File: config.mk
export PLATFORM = sky130hd
export DESIGN_NAME = dram_port_master
export DESIGN_NICKNAME = d
export VERILOG_FILES = /design/src/rtl/dram_port_master.sv
export SDC_FILE = /design/constraint.sdc
export NUM_CORES = 1
export LEC_CHECK = 0
export CAP_MARGIN = 20
export CORE_MARGIN = 4
export CORE_UTILIZATION = 45
export CTS_BUF_LIST = sky130_fd_sc_hd__clkbuf_2 sky130_fd_sc_hd__clkbuf_4 sky130_fd_sc_hd__clkbuf_8
export CTS_CLUSTER_DIAMETER = 60
export DETAILED_ROUTE_END_ITERATION = 6
export DONT_BUFFER_PORTS = 1
export PLACE_DENSITY = 0.56
export REMOVE_ABC_BUFFERS = 1
export SETUP_SLACK_MARGIN = 0.3
export SYNTH_ARGS = -nofsm -noshare
export SYNTH_HDL_FRONTEND = slang
export SYNTH_SLANG_ARGS = --single-unit
File: constraint.sdc
create_clock -name clk -period 3.2 [get_ports clk]
set_input_delay 0.32 -clock clk [delete_from_list [all_inputs] [get_ports clk]]
set_output_delay 0.32 -clock clk [all_outputs]
set_load 0.01 [all_outputs]
File: src/rtl/dram_port_master.sv
// Per-core initiator for one port of the shared DRAM: valid/ready load/store bursts in, DRAM port out.
// Optional define ADDR_BOUND_CHECK_EN rejects bursts that would run past word MEM_DEPTH-1.
module dram_port_master #(
  parameter int DATA_W    = 16,
  parameter int ADDR_W    = 16,
  parameter int LEN_W     = 4,
  parameter int MEM_DEPTH = 1025
) (
  input  logic              clk,
  input  logic              rst_n,
  input  logic              req_valid,
  output logic              req_ready,
  input  logic              req_write,
  input  logic [ADDR_W-1:0] req_addr,
  input  logic [LEN_W-1:0]  req_len,
  input  logic              wdata_valid,
  output logic              wdata_ready,
  input  logic [DATA_W-1:0] wdata,
  output logic              resp_valid,
  output logic              resp_last,
  output logic [DATA_W-1:0] resp_rdata,
  output logic              wr_done,
  output logic              addr_err,
  output logic              mem_write_en,
  output logic [ADDR_W-1:0] mem_addr,
  output logic [DATA_W-1:0] mem_data_in,
  input  logic [DATA_W-1:0] mem_data_out
);

  typedef enum logic [2:0] {IDLE, RD, RD_WAIT, WR, WR_END} state_t;

  state_t            state;
  logic [LEN_W-1:0]  cnt;
  logic [ADDR_W-1:0] wr_addr;
  logic              vld_p1;
  logic              last_p1;
  logic              accept;
  logic              wbeat;
  logic              bound_err;

  assign accept = req_valid && req_ready;
  assign wbeat  = wdata_valid && wdata_ready;

`ifdef ADDR_BOUND_CHECK_EN
  logic [ADDR_W:0] end_addr;
  // One extra bit so a burst crossing the top of the address space is caught, not wrapped.
  assign end_addr  = {1'b0, req_addr} + (ADDR_W+1)'(req_len);
  assign bound_err = end_addr > (ADDR_W+1)'(MEM_DEPTH - 1);
`else
  assign bound_err = 1'b0;
`endif

  // Burst bookkeeping: remaining beats and next store address.
  always_ff @(posedge clk) begin
    if (state == IDLE && accept) begin
      cnt     <= req_len;
      wr_addr <= req_addr;
    end else if (state == RD && cnt != '0) begin
      cnt <= cnt - LEN_W'(1);
    end else if (state == WR && wbeat) begin
      wr_addr <= wr_addr + ADDR_W'(1);
      if (cnt != '0) cnt <= cnt - LEN_W'(1);
    end
  end

  always_ff @(posedge clk) begin
    if (!rst_n) begin
      state        <= IDLE;
      req_ready    <= 1'b0;
      wdata_ready  <= 1'b0;
      resp_valid   <= 1'b0;
      resp_last    <= 1'b0;
      wr_done      <= 1'b0;
      addr_err     <= 1'b0;
      mem_write_en <= 1'b0;
      mem_addr     <= '0;
      mem_data_in  <= '0;
      resp_rdata   <= '0;
      vld_p1       <= 1'b0;
      last_p1      <= 1'b0;
    end else begin
      wr_done      <= 1'b0;
      addr_err     <= 1'b0;
      mem_write_en <= 1'b0;

      // p1: DRAM data_out holds the word addressed one cycle earlier
      vld_p1  <= (state == RD);
      last_p1 <= (state == RD) && (cnt == '0);

      // p2: captured word presented to the core
      resp_valid <= vld_p1;
      resp_last  <= last_p1;
      if (vld_p1) resp_rdata <= mem_data_out;

      case (state)
        IDLE: begin
          req_ready <= 1'b1;
          if (accept) begin
            req_ready <= 1'b0;
            if (bound_err) begin
              addr_err <= 1'b1;
            end else if (req_write) begin
              state       <= WR;
              wdata_ready <= 1'b1;
            end else begin
              state    <= RD;
              mem_addr <= req_addr;
            end
          end
        end
        RD: begin
          if (cnt == '0) state <= RD_WAIT;
          else           mem_addr <= mem_addr + ADDR_W'(1);
        end
        RD_WAIT: begin
          if (resp_last) begin
            state     <= IDLE;
            req_ready <= 1'b1;
          end
        end
        WR: begin
          if (wbeat) begin
            mem_write_en <= 1'b1;
            mem_addr     <= wr_addr;
            mem_data_in  <= wdata;
            if (cnt == '0) begin
              wdata_ready <= 1'b0;
              wr_done     <= 1'b1;
              state       <= WR_END;
            end
          end
        end
        WR_END: begin
          state     <= IDLE;
          req_ready <= 1'b1;
        end
        default: state <= IDLE;
      endcase
    end
  end

endmodule

==> results.yml <==
placed_design:
  dpl_cell_area_um2: 3990
  dpl.hpwl_um: 7780
  io_buffer_count: 0
  gp_congestion: 0.859
detailed_routing:
  dr.first_iter.drc_count: 128
  vias: 3366
  routed_via_density: 6.20
  wire_per_inst_um: 19.5
  drt-total-wl_um: 10600
  firstDrtPassIters: 6
  drc: 0
  antenna_left: 0
synth:
  synthTopCellsByArea: "dfxtp_1 (30%), edfxtp_1 (15%), nand2_1 (6.6%)"
  yosysTopAreaCellShare_pct: 29.8
  syn_area_um2: 3960
  synth_cells: 448
  synthTopCellsByCount: "nand2_1 (70), dfxtp_1 (59), a21oi_1 (33)"
  syn_area_per_cell_um2: 8.83
  synth_cell_type_count: 60
  ys_seq_elements: 79
  synth-edff-count: 20
  yosysMostFrequentCell: "nand2_1"
  synth_flop_cell: "dfxtp_1"
  ys_seq_area_share_pct: 45.0
  async_reset_ff_share_pct: 0
  yosysTopAreaCell: "dfxtp_1"
  yosysWarnings: 0
timing:
  slew_headroom_pct: 34.3
  fin_crit_ns: 2.48
  fin_crit_sh_pct: 77.5
  setup_tns_ns: 0
  finalSetupViolations: 0
  worst_pin_slew_ns: 0.985
  hold_viol_final: 0
  max_freq_mhz: 403
  grt_setup_unrepaired: "false"
  fin_worst_skew_ns: 0.0124
  slew_violations: 0
floorplanning:
  io_pins: 112
  core_um2: 8380
  fp.dieH_um: 102
  initial_utilization_pct: 47.2
  die_area_um2: 10400
  row_count: 33
  die_w_um: 102
cts:
  cts_tree: "done"
  cts_max_level: 3
  numCtsBuffers: 9
  cts_sinks: 79
  clock_latency_ns: 0.35
  cts_root_buf: "clkbuf_8"
  clockBufferDepth: 2
  clkTransAtPathRegs_ns: 0.09
power:
  power.density_nw_per_um2: 753
  peakVddDrop_v: 0.000267
  cellLeakagePower_nw: 1.36
setup_path:
  cp.required_ns: 3.44
  r2r-end: "mem_addr[6]"
  reg2reg_depth: 6
  cp-start-kind: "flop"
  r2r_setup_slack_ns: 0.72
  crit_type: "flop to flop"
  worst-path-max-fanout: 13
  cp-end-kind: "flop"
  arrival_ns: 2.72
  r2r-start: "cnt[0]"
global_route:
  grt_pass1_vias: 3313
  grt_use_total_pct: 20.7
  grt_overflow_total: 0
  antenna_found_initial: 0
  grt_first_pass_wirelength_um: 16800
  grt_start_max_net_pins: 34
final_layout:
  final_cell_area_um2: 4200
  regArea_um2: 1780
  n_antenna_cell: 0
  multi_input_area_um2: 2000
  area_growth_pct: 6.07
  fillCellCount: 806
  drive_gt1_share_pct: 7.53
  layout.nets: 493
outcome:
  outcome: "finished, final reports clean"
hold_path:
  hp-class: "primary input to flop"
  hold_path_end: "mem_data_in[13]"
  hold_depth: 2
  hp-start: "wdata[13]"
flow_run:
  max_cap_violations: 0
-- state kept, by name (all words and copies together), names as in the netlist --
name	cells
cnt	4
last_p1	1
mem_addr	16
mem_data_in	16
mem_write_en	1
req_ready	1
resp_last	1
resp_rdata	16
resp_valid	1
state	3
vld_p1	1
wdata_ready	1
wr_addr	16
wr_done	1
-- worst max-delay path by stage --
stage	startpoint	end	slack (ns)	depth (start not counted)
6_report	cnt[0]	mem_addr[6]	0.72	6
4_1_cts	state[2]	state[0]	0.53	4
5_1_grt	cnt[0]	mem_addr[6]	0.53	6
2_1_floorplan	state[0]	cnt[0]	0.85	4
3_5_place_dp	state[2]	state[0]	0.54	4
3_3_place_gp	state[2]	state[0]	0.61	4
-- critical path, cell delays in order, from the launching register on --
cell	delay [ns]
edfxtp_1	0.42
inv_1	0.08
ha_1	0.19
nor3b_1	0.62
a311o_1	0.65
nor2_1	0.15
a31o_2	0.26
-- cells by family after synthesis --
kind of cell / Yosys count / synth area share, %
AO/OA/AOI/OAI: 113 / 19.4
adder cells (fa/ha/maj): 3 / 0.949
buffers and inverters: 41 / 4.49
multiplexers: 19 / 4.81
XOR/XNOR: 14 / 3.10
other: 1 / 0.0948
flip-flops: 79 / 45.0
AND/OR/NAND/NOR: 178 / 22.1
-- power by group --
group          leakage, nW  total, mW  internal (mW)  switching (mW)
Sequential           0.663       1.51           1.24           0.272
Combinational        0.598      0.891          0.345           0.545
Clock               0.0967      0.761          0.374           0.387
Total                 1.36       3.16           1.95            1.20
-- routing by layer --
layer	part of all wire, %	vias up	global-route usage [%]
met1	38	1586	24.8
met2	49	145	33.8
li1	-	1612	-
met5	0	-	0
met4	2.5	0	8.90
met3	10	23	7.16
-- repair_timing --
action | 4_1_cts | 5_1_grt
buffers inserted | 0 | 0
resized for setup | 0 | 1
setup endpoints to repair | 0 | 6
hold buffers | 0 | 0
-- layout by cell type, fill, tap and decap left out, types with 9 or more instances in the layout --
| cell | instances |
|---|---|
| nand2_1 | 70 |
| dfxtp_1 | 59 |
| a21oi_1 | 33 |
| nor2_1 | 32 |
| o21ai_0 | 22 |
| edfxtp_1 | 20 |
| mux2i_1 | 19 |
| nand4_1 | 14 |
| nand3_1 | 12 |
| nor3_1 | 10 |
| clkbuf_8 | 9 |
-- cell type report --
cell class	count	share of cell area (%)
Timing Repair Buffer	7	1.25
Tap cell	105	3.13
Clock inverter	6	1.61
Clock buffer	10	3.13
Sequential cell	79	42.4
Multi-Input combinational cell	328	47.7
Inverter	8	0.715
-- through the flow --
| step | hold WS, ns | power [mW] | setup slack, ns | util (%) | instances |
|---|---|---|---|---|---|
| 6_report | 0.0899 | 3.16 | 0.719 | 50.1 | 543 |
| 5_1_grt | 0.0764 | 3.37 | 0.526 | 50.1 | 543 |
| 4_1_cts | 0.0768 | 3.18 | 0.533 | 50.0 | 543 |
| 3_5_place_dp | 0.428 | 2.42 | 0.541 | 47.6 | 527 |
| 3_3_place_gp | 0.423 | 2.40 | 0.609 | 47.6 | 527 |
| 2_1_floorplan | 0.412 | 2.12 | 0.851 | - | 415 |
Note: power is estimated with default switching activity, not from simulation.
